## config.mk

```make
export PLATFORM = sky130hd
export DESIGN_NAME = mem_skew_feeder
export DESIGN_NICKNAME = d
export VERILOG_FILES = /design/src/rtl/mem_skew_feeder.sv
export SDC_FILE = /design/constraint.sdc
export NUM_CORES = 1
export LEC_CHECK = 0
export BUFFER_PORTS_ARGS = -buffer_cell sky130_fd_sc_hd__buf_2
export CAP_MARGIN = 25
export CORE_UTILIZATION = 44
export CTS_BUF_LIST = sky130_fd_sc_hd__clkbuf_8
export DETAILED_ROUTE_END_ITERATION = 6
export HOLD_SLACK_MARGIN = 0.08
export PLACE_DENSITY = 0.8
export SYNTH_ARGS = -nofsm -noshare
export SYNTH_HDL_FRONTEND = slang
export SYNTH_SLANG_ARGS = --single-unit
```

## constraint.sdc

```tcl
create_clock -name clk -period 2.3 [get_ports clk]
set_input_delay 0.23 -clock clk [delete_from_list [all_inputs] [get_ports clk]]
set_output_delay 0.23 -clock clk [all_outputs]
set_load 0.01 [all_outputs]
```

## src/rtl/mem_skew_feeder.sv

```systemverilog
// -----------------------------------------------------------------------------
// mem_skew_feeder
//
// Read-side sequencer for the 4x4 operand memory. One start request runs one
// 16-element tile. Column c is read in steps t = c..c+3, so successive columns
// start one step later than their neighbour. The returned data is registered
// into four aligned lanes for the systolic array input edge.
//
// Optional build macro: MEM_SKEW_FEEDER_STALL_EN
//   When defined, a stall input freezes the wavefront. While stall is high in
//   RUN, the step counter holds and no column is read. While stall is high in
//   DRAIN, the block stays in DRAIN and done is held low. When the macro is
//   undefined there is no stall port, and the block behaves as if stall were 0.
//
// Ports:
//   clk        system clock, all state updates on the rising edge
//   rst        synchronous, active-high reset; has priority over start
//   start      request one tile feed; sampled only in IDLE
//   stall      (MEM_SKEW_FEEDER_STALL_EN only) freeze the wavefront
//   busy       high in RUN and DRAIN
//   done       one-cycle pulse in the final (DRAIN) cycle of a tile
//   rd_en      per-column memory read enable
//   rd_elem    per-column row select, bits [2c+1:2c] belong to column c
//   mem_data   combinational memory read data, lane c = bits [DW*(c+1)-1:DW*c]
//   feed_data  registered lane data, same packing as mem_data
//   feed_valid registered per-lane valid, aligned with feed_data
//
// Handshake: start is a level request that is accepted on any rising edge where
// the block is in IDLE. busy covers every cycle from acceptance up to and
// including the done cycle. A start that is held high is accepted again in the
// first IDLE cycle. Requests made while busy are dropped, not queued.
// -----------------------------------------------------------------------------
module mem_skew_feeder #(
    parameter int DATA_WIDTH = 8
) (
    input  logic                    clk,
    input  logic                    rst,
    input  logic                    start,
`ifdef MEM_SKEW_FEEDER_STALL_EN
    input  logic                    stall,
`endif
    output logic                    busy,
    output logic                    done,
    output logic [3:0]              rd_en,
    output logic [7:0]              rd_elem,
    input  logic [4*DATA_WIDTH-1:0] mem_data,
    output logic [4*DATA_WIDTH-1:0] feed_data,
    output logic [3:0]              feed_valid
);

    localparam logic [1:0] ST_IDLE  = 2'd0;
    localparam logic [1:0] ST_RUN   = 2'd1;
    localparam logic [1:0] ST_DRAIN = 2'd2;

    // Last step of the wavefront. Column 3 finishes its row 3 here.
    localparam logic [2:0] T_LAST   = 3'd6;

    logic [1:0] state;
    logic [1:0] state_nxt;
    logic [2:0] t;
    logic [2:0] t_nxt;
    logic       stall_i;

`ifdef MEM_SKEW_FEEDER_STALL_EN
    assign stall_i = stall;
`else
    assign stall_i = 1'b0;
`endif

    // ------------------------------------------------------------------
    // Next-state logic
    // ------------------------------------------------------------------
    always_comb begin
        state_nxt = state;
        t_nxt     = t;
        case (state)
            ST_IDLE: begin
                if (start) begin
                    state_nxt = ST_RUN;
                    t_nxt     = 3'd0;
                end
            end
            ST_RUN: begin
                if (!stall_i) begin
                    if (t == T_LAST) begin
                        state_nxt = ST_DRAIN;
                        t_nxt     = 3'd0;
                    end else begin
                        t_nxt = t + 3'd1;
                    end
                end
            end
            ST_DRAIN: begin
                if (!stall_i) begin
                    state_nxt = ST_IDLE;
                end
            end
            default: begin
                state_nxt = ST_IDLE;
                t_nxt     = 3'd0;
            end
        endcase
    end

    always_ff @(posedge clk) begin
        if (rst) begin
            state <= ST_IDLE;
            t     <= 3'd0;
        end else begin
            state <= state_nxt;
            t     <= t_nxt;
        end
    end

    assign busy = (state == ST_RUN) || (state == ST_DRAIN);
    assign done = (state == ST_DRAIN) && !stall_i;

    // ------------------------------------------------------------------
    // Skewed read decode.
    // Column c is active while c <= t <= c+3, and it reads row t-c.
    // This is decoded from state and t in the same cycle. There is no
    // register stage, so the memory sees the request in the current step.
    // ------------------------------------------------------------------
    logic       run_active;
    logic [3:0] t_ext;
    logic [3:0] row_diff;

    assign run_active = (state == ST_RUN) && !stall_i;
    assign t_ext      = {1'b0, t};

    always_comb begin
        rd_en    = 4'd0;
        rd_elem  = 8'd0;
        row_diff = 4'd0;
        for (int c = 0; c < 4; c++) begin
            if (run_active && (t_ext >= 4'(c)) && (t_ext <= 4'(c + 3))) begin
                row_diff           = t_ext - 4'(c);
                rd_en[c]           = 1'b1;
                rd_elem[2*c +: 2]  = row_diff[1:0];
            end
        end
    end

    // ------------------------------------------------------------------
    // Feed register.
    // The memory read is combinational, so the data requested in step t
    // is captured at the end of that step. Lanes that were not read are
    // zeroed, so that stale memory output never reaches the array.
    // ------------------------------------------------------------------
    always_ff @(posedge clk) begin
        if (rst) begin
            feed_valid <= 4'd0;
            feed_data  <= '0;
        end else begin
            feed_valid <= rd_en;
            for (int c = 0; c < 4; c++) begin
                if (rd_en[c]) begin
                    feed_data[DATA_WIDTH*c +: DATA_WIDTH] <= mem_data[DATA_WIDTH*c +: DATA_WIDTH];
                end else begin
                    feed_data[DATA_WIDTH*c +: DATA_WIDTH] <= '0;
                end
            end
        end
    end

endmodule
```

==> impl_results.md, run 1 <==
* Outcome: finished clean
* Worst EP arrival at 1.84 ns
* Hold crit path type: in2reg
* CTS tree: yes
* Yosys warning count at 0
* RSZ-0062 raised after global routing: false
* Total Nets Final at 267
* GP Congestion at 0.7479
* Worst Hold Path EP: feed_data[6]$_SDFF_PP0_
* WP data required at 2.07 ns
* Clk_lat worst skew at 0.29 ns
* Clock buffers created by TritonCTS at 5
* Grt ovf at 0
* Die width at 60.25 µm
* Relative slew slack at 67.22%
* Worst Max-Slew Pin Slew at 0.4917 ns
* Leakage power at 1.093 nW
* DRC violations left at 0
* Cts repair resizes at 0
* Reg2reg start: t[1]$_SDFFE_PP0P_
* Largest cells by area after synthesis: dfxtp_1 (55%), and2_1 (11%), ha_1 (6.7%)
* Wire per inst at 11.24 µm
* Worst IR drop on VDD at 0.4736 mV
* Crit-path max FO at 12
* Hold Vio Cnt, Final at 0
* CP top delay family: simple AND/OR/NAND/NOR gates
* Combinational group share of total power at 20.6%
* # rows at 20
* Initial antenna violation count at 0
* Worst path cell trace: inv_1, ha_1, or4_4, nand3_1, nor2_1, buf_2
* Vias at 1233
* Mapped cell area at 1493 µm²
* IO buf count at 84
* Fin Hold WS at 0.1382 ns
* Sequential area share after synthesis at 54.99%
* Synth Register Bits at 41
* Switching pwr at 473.7 µW
* # Post-CTS Setup Buffers at 0
* Final WL at 3024 µm
* Bufs and invs on worst path at 2
* Setup TNS at 0 ns
* Sequential share of power at 43.4%
* Worst Hold Launch: mem_data[6]
* GRT Util Overall at 17.40%
* Die Ht at 60.25 µm
* Pin count of the biggest net entering global routing at 15
* TritonCTS Sinks at 41
* First-pass DRT Iterations at 4
* Post-layout minimum cycle time at 2.073 ns
* Antenna viol nets, final at 0
* FF-to-FF End: t[1]$_SDFFE_PP0P_
* Hold Path Cell Cnt at 2
* Ant. Diodes at 0
* Most common cell after layout, fill and taps aside: buf_2
* Clock Skews at 0.006285 ns
* Flop2flop setup slack at 0.55 ns
* F_max at 482.3 MHz
* CP Class: reg2out
* CTS HTree Levels at 2
* Vias in the first global route at 1048
* Crit share post-route at 90.14%
* Ports at 85
* Yosys top cell by area: dfxtp_1
* Switching share of power at 25.80%
* Slowest-stage cell, CP: dfxtp_2
* Clock share of power at 36.0%
* CP endpoint kind: output pin
* R2r worst-path depth at 4
* Max Root-Sink Buffers at 2
* Starting DRC count in detailed routing at 51
* Starting density of the core at 47.72%
* Hold_buf cts at 0
* CP Launch Type: flop
* Post-synth cell types at 31
* Vias/cell at 4.584
* Post-Syn Nets at 180
* Detail Placement HPWL at 2309 µm
* Synth top area share at 54.99%
* Pwr per Cell Area at 879.8 nW/µm²
* CTS Root Cell: clkbuf_8
* Mean post-synth cell area at 10.90 µm²
* Setup ws final at 0.2267 ns
* Placed Area at 1946 µm²
* Max-cap violations at 0
* Final Slew Violations at 0
* Share of layout cells above drive strength 1 at 49.78%
* Fillers at 242
* Final Setup Violations at 0
* Int Power at 1.362 mW
* Mapped Cells at 137
* Commonest cells after routing, fill and taps aside: buf_2 (84), dfxtp_1 (39), and2_1 (26), inv_1 (9)
* Dpl ws at 0.4058 ns
* Finished Cell Area at 2087 µm²
* First-pass GRT wire length at 4491 µm
* Core Area at 3128 µm²
* Clk slew on worst S/H paths at 0.08 ns
* Area growth syn-to-layout at 39.82%
* Die area at 3629 µm²
* Final core utilization at 66.72%
* Slowest stage delay, CP at 0.47 ns
## cells in the mapped netlist
master and number:
nor2_1 8, inv_1 9, a31oi_1 1, o21ba_2 2, buf_2 3, dfxtp_1 41, a311oi_2 1, or4_1 1
nand3b_1 1, a211oi_2 1, nand3_1 1, or4b_2 1, clkbuf_1 1, nand2_1 3, or4_4 1, o21ai_0 2
and2_4 8, and3_1 1, a211oi_1 2, mux2i_1 1, and2_1 26, ha_1 8, buf_6 1, a21oi_1 3
and4_4 1, a2111o_1 1, nor2b_1 1, o32ai_1 2, nor4_1 1, o221a_2 1, nand2b_1 3
## per-layer routing
metal	routed length (µm)	GRT usage [%]	part of all wire [%]	vias up
met5	0	0	0	-
met4	45	8.306	1.5	0
met3	244	8.874	8.1	5
met2	1447	27.94	48	47
met1	1287	18.78	43	560
li1	-	-	-	621
## layout make-up
| class | count | area [µm²] | share of cell area (%) |
|---|---|---|---|
| Clock buffer | 5 | 68.82 | 3.297 |
| Clock inverter | 3 | 65.06 | 3.118 |
| Multi-Input combinational cell | 82 | 613.1 | 29.38 |
| Inverter | 9 | 33.78 | 1.619 |
| Timing Repair Buffer | 85 | 427.9 | 20.50 |
| Sequential cell | 41 | 823.3 | 39.45 |
| Tap cell | 44 | 55.05 | 2.638 |
## flip-flops by register name, indices dropped and copies added, names as in the netlist
signal and flops:
t 3, state 2, feed_data 32, feed_valid 4
## power groups by stage
| stage | clock network [mW] | registers [mW] | logic, mW |
|---|---|---|---|
| after floorplan | 0 | 0.812 | 0.246 |
| after global placement | 0 | 0.807 | 0.369 |
| after detailed placement | 0 | 0.810 | 0.377 |
| after CTS | 0.677 | 0.795 | 0.380 |
| after global routing | 0.716 | 0.805 | 0.418 |
| final | 0.662 | 0.797 | 0.378 |
## worst max path at each step
stage               slack, ns  cells past startpoint         end               from
floorplan                0.54                      6  rd_elem[4]  t[1]$_SDFFE_PP0P_
global placement         0.43                      6  rd_elem[2]  t[1]$_SDFFE_PP0P_
detailed placement       0.41                      6  rd_elem[2]  t[1]$_SDFFE_PP0P_
CTS                      0.08                      6  rd_elem[2]  t[1]$_SDFFE_PP0P_
global route             0.08                      6  rd_elem[3]  t[1]$_SDFFE_PP0P_
finish                   0.23                      6  rd_elem[3]  t[1]$_SDFFE_PP0P_
## logic make-up (layout without fill, tap and decap cells)
family	Yosys count	after routing	share of synthesized area [%]
compound gates	16	16	8.968
mux	1	1	0.6706
flops	41	41	54.99
simple gates	57	57	24.39
fa+ha+maj	8	8	6.706
buf+inv	14	102	4.274
## stage by stage
step,cells,total power [mW]
floorplan,137,1.058
global placement,261,1.176
detailed placement,261,1.187
CTS,269,1.851
global route,269,1.939
finish,269,1.836
(Power assumes the default switching activity.)
==> run 2, diff against run 1 <==
ABC_AREA = 1   (was not set)
==> run 2 against run 1 <==
Critical path depth up 1. Combinational power up 120%. Total power up 18%. Sequential cell count unchanged. Largest power group unchanged. Sequential power up 11%. Sequential share of layout area down 0.21 points. First-iteration DRC count down 25%. Routed wire length down 0.33%. Global-route usage down 0.48 points.
==> impl_results.md, run 2 <==
* Commonest cells after routing, fill and taps aside: buf_2 (84), inv_1 (53), nor2_1 (43), dfxtp_1 (41), nand2_1 (20)
* R2r worst-path depth at 6
* Post-Layout Cell Count at 329
* Relative slew slack at 78.36%
* Worst EP arrival at 1.75 ns
* Number of synthesized flops with an enable pin at 0
* # Post-CTS Setup Buffers at 0
* TritonCTS Sinks at 41
* Largest cells by area after synthesis: dfxtp_1 (54%), inv_1 (13%), nor2_1 (11%)
* Die Ht at 60.93 µm
* Clock buffers created by TritonCTS at 5
* Worst Hold Path EP: feed_data[8]$_SDFF_PP0_
* Dpl ws at 0.6178 ns
* Max reg flops at 32
* CP Launch Type: flop
* Crit-path max FO at 8
* Vias in the first global route at 1159
* First-pass DRT Iterations at 4
* Finished Cell Area at 2092 µm²
* Area growth syn-to-layout at 36.94%
* Crit share post-route at 85.97%
* Int Power at 1.327 mW
* CTS HTree Levels at 2
* Worst Max-Slew Pin Slew at 0.3242 ns
* Cts repair resizes at 0
* Yosys warning count at 0
* WP data required at 2.07 ns
* Switching pwr at 836.1 µW
* Worst IR drop on VDD at 0.6026 mV
* FF-to-FF End: feed_data[4]$_SDFF_PP0_
* Leakage power at 1.331 nW
* GP Congestion at 0.8508
* Fin Hold WS at 0.1433 ns
* Leading registers by flop count: feed_data: 32 flops, feed_valid: 4 flops, t: 3 flops
* Pwr per Cell Area at 1034 nW/µm²
* Clock share of power at 20.8%
* Outcome: finished clean
* Starting DRC count in detailed routing at 38
* Max-cap violations at 0
* Mapped cell area at 1528 µm²
* Placed Area at 2006 µm²
* Mean post-synth cell area at 7.999 µm²
* Die width at 60.93 µm
* Clk slew on worst S/H paths at 0.08 ns
* Detail Placement HPWL at 2393 µm
* Asr flop ratio synth at 0%
* Combinational group share of total power at 38.5%
* Switching share of power at 38.66%
* IO buf count at 84
* Flop2flop setup slack at 0.84 ns
* Most common cell after layout, fill and taps aside: buf_2
* Hold Vio Cnt, Final at 0
* Hold Path Cell Cnt at 3
* Reg2reg start: t[0]$_SDFFE_PP0P_
* CP Class: reg2out
* Post-Syn Nets at 234
* Ant. Diodes at 0
* Vias at 1364
* Final Setup Violations at 0
* CTS Root Cell: clkbuf_8
* Synth top area share at 53.73%
* Max Root-Sink Buffers at 2
* Post-synth cell types at 17
* F_max at 505.7 MHz
* Synth top cells by count: inv_1 (53), nor2_1 (43), dfxtp_1 (41), nand2_1 (20), ha_1 (8)
* Share of layout cells above drive strength 1 at 36.75%
* Sequential share of power at 40.7%
* CTS tree: yes
* Antenna viol nets, final at 0
* Setup ws final at 0.3227 ns
* First-pass GRT wire length at 4567 µm
* Initial antenna violation count at 0
* Total Power at 2.163 mW
* Clk_lat worst skew at 0.29 ns
* Vias/cell at 4.146
* Biggest register: feed_data
* Placed insts at 321
* GRT Util Overall at 16.91%
* Die area at 3712 µm²
* Hold crit path type: in2reg
* Setup TNS at 0 ns
* CP endpoint kind: output pin
* DRC violations left at 0
* RSZ-0062 raised after global routing: false
* Grt ovf at 0
* Worst Hold Launch: mem_data[8]
* Most frequent cell after synthesis: inv_1
* Core Area at 3337 µm²
* # rows at 21
* Prevailing post-synth register cell: dfxtp_1
* Final core utilization at 62.69%
* Post-layout minimum cycle time at 1.977 ns
* Total Nets Final at 325
* Final Slew Violations at 0
* Hold_buf cts at 0
* Wire per inst at 9.161 µm
* Ports at 85
* Clock Skews at 0.005650 ns
* Pin count of the biggest net entering global routing at 14
* Mapped Cells at 191
* Yosys top cell by area: dfxtp_1
* Sequential area share after synthesis at 53.73%
* Fillers at 309
* Synth Register Bits at 41
* Final WL at 3014 µm
* Starting density of the core at 45.78%
run 2: changes by cell type in the layout (fill, tap and decap cells not counted), moves of 5 or more:
cell and delta:
nor2_1 +35, inv_1 +44, and2_4 -8, nand3_1 +5, nand2_1 +17, and2_1 -26
run 2: kinds of logic after synthesis:
family / share of synthesized area (%)
DFF: 53.73
AOI/OAI and AO/OA: 3.603
buffers and inverters: 14.17
and+or+nand+nor: 21.95
adders and majority gates: 6.552
run 2: critical path, stage by stage (launching register included):
cell     delay [ns]
dfxtp_1        0.51
ha_1           0.21
ha_1           0.14
inv_1          0.06
a21oi_2        0.20
inv_1          0.09
nor2_1         0.11
buf_2          0.14
run 2: layer usage:
metal | vias to the layer above | routed length (µm) | track usage [%]
met5 | - | 0 | 0
met4 | 0 | 40 | 7.143
met3 | 7 | 223 | 5.757
met2 | 56 | 1426 | 30.14
met1 | 575 | 1324 | 18.22
li1 | 726 | - | -
run 2: area by class of cell:
| type | count | area (µm²) | area share, % |
|---|---|---|---|
| Sequential cell | 41 | 820.8 | 39.23 |
| Clock buffer | 5 | 68.82 | 3.289 |
| Tap cell | 46 | 57.56 | 2.751 |
| Clock inverter | 3 | 17.52 | 0.8373 |
| Multi-Input combinational cell | 93 | 490.5 | 23.44 |
| Inverter | 57 | 216.5 | 10.35 |
| Timing Repair Buffer | 84 | 420.4 | 20.10 |
run 2: power groups by stage:
stage                     logic [mW]  registers, mW  clock network [mW]
after floorplan                0.525          0.927                   0
after global placement         0.818          0.892                   0
after detailed placement       0.835          0.897                   0
after CTS                      0.838          0.881               0.459
after global routing           0.953          0.898               0.494
final                          0.832          0.881               0.450
run 2: worst max-delay path by stage:
stage / start / endpoint / cells past startpoint
finish: t[0]$_SDFFE_PP0P_ / rd_elem[1] / 7
global route: t[0]$_SDFFE_PP0P_ / rd_elem[1] / 7
CTS: t[0]$_SDFFE_PP0P_ / rd_elem[1] / 7
detailed placement: t[0]$_SDFFE_PP0P_ / rd_elem[1] / 7
global placement: t[0]$_SDFFE_PP0P_ / rd_elem[0] / 7
floorplan: t[0]$_SDFFE_PP0P_ / rd_elem[0] / 6
==> run 3, diff against run 2 <==
BUFFER_PORTS_ARGS = not set   (was -buffer_cell sky130_fd_sc_hd__buf_2)
CORE_UTILIZATION = 64   (was 44)
DONT_BUFFER_PORTS = 1   (was not set)
SETUP_SLACK_MARGIN = 0.3   (was not set)
==> run 3 against run 2 <==
Setup slack improved by 0.10 ns. Register-to-register slack got worse by 0.02 ns. Sequential power increased by 5.8%. Cell area decreased by 6.3%. Core utilization increased by 25 points. Global-route usage increased by 11 points. Critical path depth decreased by 1. Maximum frequency increased by 5.6%. Critical path type unchanged.
==> impl_results.md, run 3 (synthesized netlist as in run 2, its figures left out) <==
* Die area at 2586 µm²
* Slowest-stage cell, CP: dfxtp_2
* Final WL at 3479 µm
* Outcome: finished clean
* Hold crit path type: in2reg
* Area growth syn-to-layout at 28.34%
* Starting density of the core at 68.40%
* Grt ovf at 0
* Relative slew slack at 80.33%
* Starting DRC count in detailed routing at 24
* Vias at 1241
* Vias/cell at 4.829
* CP Class: reg2out
* Placed insts at 219
* Clock share of power at 20.3%
* GRT Util Overall at 28.16%
* DRC violations left at 0
* Clk_lat worst skew at 0.29 ns
* Final Slew Violations at 0
* Finished Cell Area at 1961 µm²
* Vias in the first global route at 1180
* Pin count of the biggest net entering global routing at 12
* Int Power at 1.245 mW
* Max Root-Sink Buffers at 2
* Pwr per Cell Area at 1041 nW/µm²
* CTS tree: yes
* Ant. Diodes at 0
* Leakage power at 1.053 nW
* Leading registers by flop count: feed_data: 32 flops, feed_valid: 4 flops, t: 3 flops
* Max reg flops at 32
* Slowest stage delay, CP at 0.41 ns
* Detail Placement HPWL at 2078 µm
* Worst EP arrival at 1.64 ns
* Crit share post-route at 81.41%
* First-pass DRT Iterations at 4
* TritonCTS Sinks at 41
* # rows at 17
* RSZ-0062 raised after global routing: true
* Hold Vio Cnt, Final at 0
* Worst path cell trace: ha_1, ha_1, inv_1, a21oi_2, inv_1, nor2_1
* Fillers at 103
* F_max at 534.1 MHz
* Worst setup path start: t[0]$_SDFFE_PP0P_
* Worst IR drop on VDD at 0.8933 mV
* Crit-path max FO at 8
* Antenna viol nets, final at 0
* Share of layout cells above drive strength 1 at 8.734%
* Ports at 85
* CTS HTree Levels at 2
* Post-Layout Cell Count at 257
* Initial antenna violation count at 0
* Wire per inst at 13.54 µm
* Die Ht at 50.86 µm
* GP Congestion at 0.8706
* Commonest cells after routing, fill and taps aside: inv_1 (53), nor2_1 (43), dfxtp_1 (40), dlygate4sd3_1 (32), nand2_1 (20)
* CP endpoint kind: output pin
* Worst Max-Slew Pin Slew at 0.2950 ns
* Sequential share of power at 45.7%
* Final Setup Violations at 0
* Reg2reg start: t[0]$_SDFFE_PP0P_
* Worst Hold Launch: rst
* IO buf count at 0
* Max-cap violations at 0
* Core Area at 2233 µm²
* Post-layout minimum cycle time at 1.872 ns
* Clock buffers created by TritonCTS at 5
* Clk slew on worst S/H paths at 0.07 ns
* Flop2flop setup slack at 0.82 ns
* WP data required at 2.07 ns
* Setup TNS at 0 ns
* Placed Area at 1563 µm²
* Die width at 50.86 µm
* Switching pwr at 795.7 µW
* Clock Skews at 0.004900 ns
* CP Launch Type: flop
* Biggest register: feed_data
* Combinational group share of total power at 34.0%
* CTS Root Cell: clkbuf_8
* Switching share of power at 38.99%
* Most common cell after layout, fill and taps aside: inv_1
* First-pass GRT wire length at 5092 µm
* Total Nets Final at 273
==> run 3: changes by cell type in the layout (fill, tap and decap cells not counted) <==
cell and change:
dlygate4sd3_1 +32, clkinv_2 -1, ha_1 -1, dfxtp_1 -1, clkinvlp_4 -1, ha_2 +1
dfxtp_2 +1, buf_2 -84
==> run 3: final cells by class <==
class,count,area [µm²],share of cell area [%]
repair buffers,32,320.3,16.34
well taps,28,35.03,1.787
clock inverters,1,5.005,0.2553
multi-input cells,93,493.0,25.14
flip-flops and latches,41,822.0,41.93
inverters,57,216.5,11.04
clock buffers,5,68.82,3.510
==> run 3: final timing paths <==
check                           cells after the start                       to
worst max-delay path                                6               rd_elem[0]
worst max register to register                      6  feed_data[7]$_SDFF_PP0_
worst min-delay path                                3        t[1]$_SDFFE_PP0P_
worst min register to register                      2    state[1]$_SDFFE_PP0P_
==> run 3: power by group through the flow <==
stage	registers, mW	logic, mW	clock network (mW)
CTS	0.929	0.673	0.423
finish	0.932	0.695	0.415
floorplan	0.927	0.525	0
global route	0.947	0.781	0.458
detailed placement	0.945	0.629	0
global placement	0.939	0.613	0
==> run 3: repair_timing <==
item	4_1_cts	5_1_grt
setup buffers	0	0
gates resized for setup	0	2
hold buffers	32	0
hold endpoints to repair	32	0
endpoints found under the setup margin	0	3
==> run 3: metrics by stage <==
step	utilization [%]	worst slack [ns]	power, mW	hold slack, ns
detailed placement	69.97	0.6446	1.574	0.3459
global route	87.79	0.2819	2.186	0.2069
CTS	87.62	0.3204	2.026	0.1811
finish	87.79	0.4277	2.041	0.1873
floorplan	-	0.8016	1.453	0.3422
global placement	69.97	0.6825	1.552	0.3426
==> run 3: critical path, delay by kind of cell, from the launching register on <==
kind | cells | cell delay, ns
buffers and inverters | 2 | 0.16
DFF | 1 | 0.41
and+or+nand+nor | 1 | 0.20
adders and majority gates | 2 | 0.30
AOI/OAI and AO/OA | 1 | 0.28
==> run 3: metal layers <==
metal  GRT usage [%]  wire, µm
met1           26.82      1265
met2           50.22      1780
met3           11.90       281
met4           16.20       151
met5               0         0
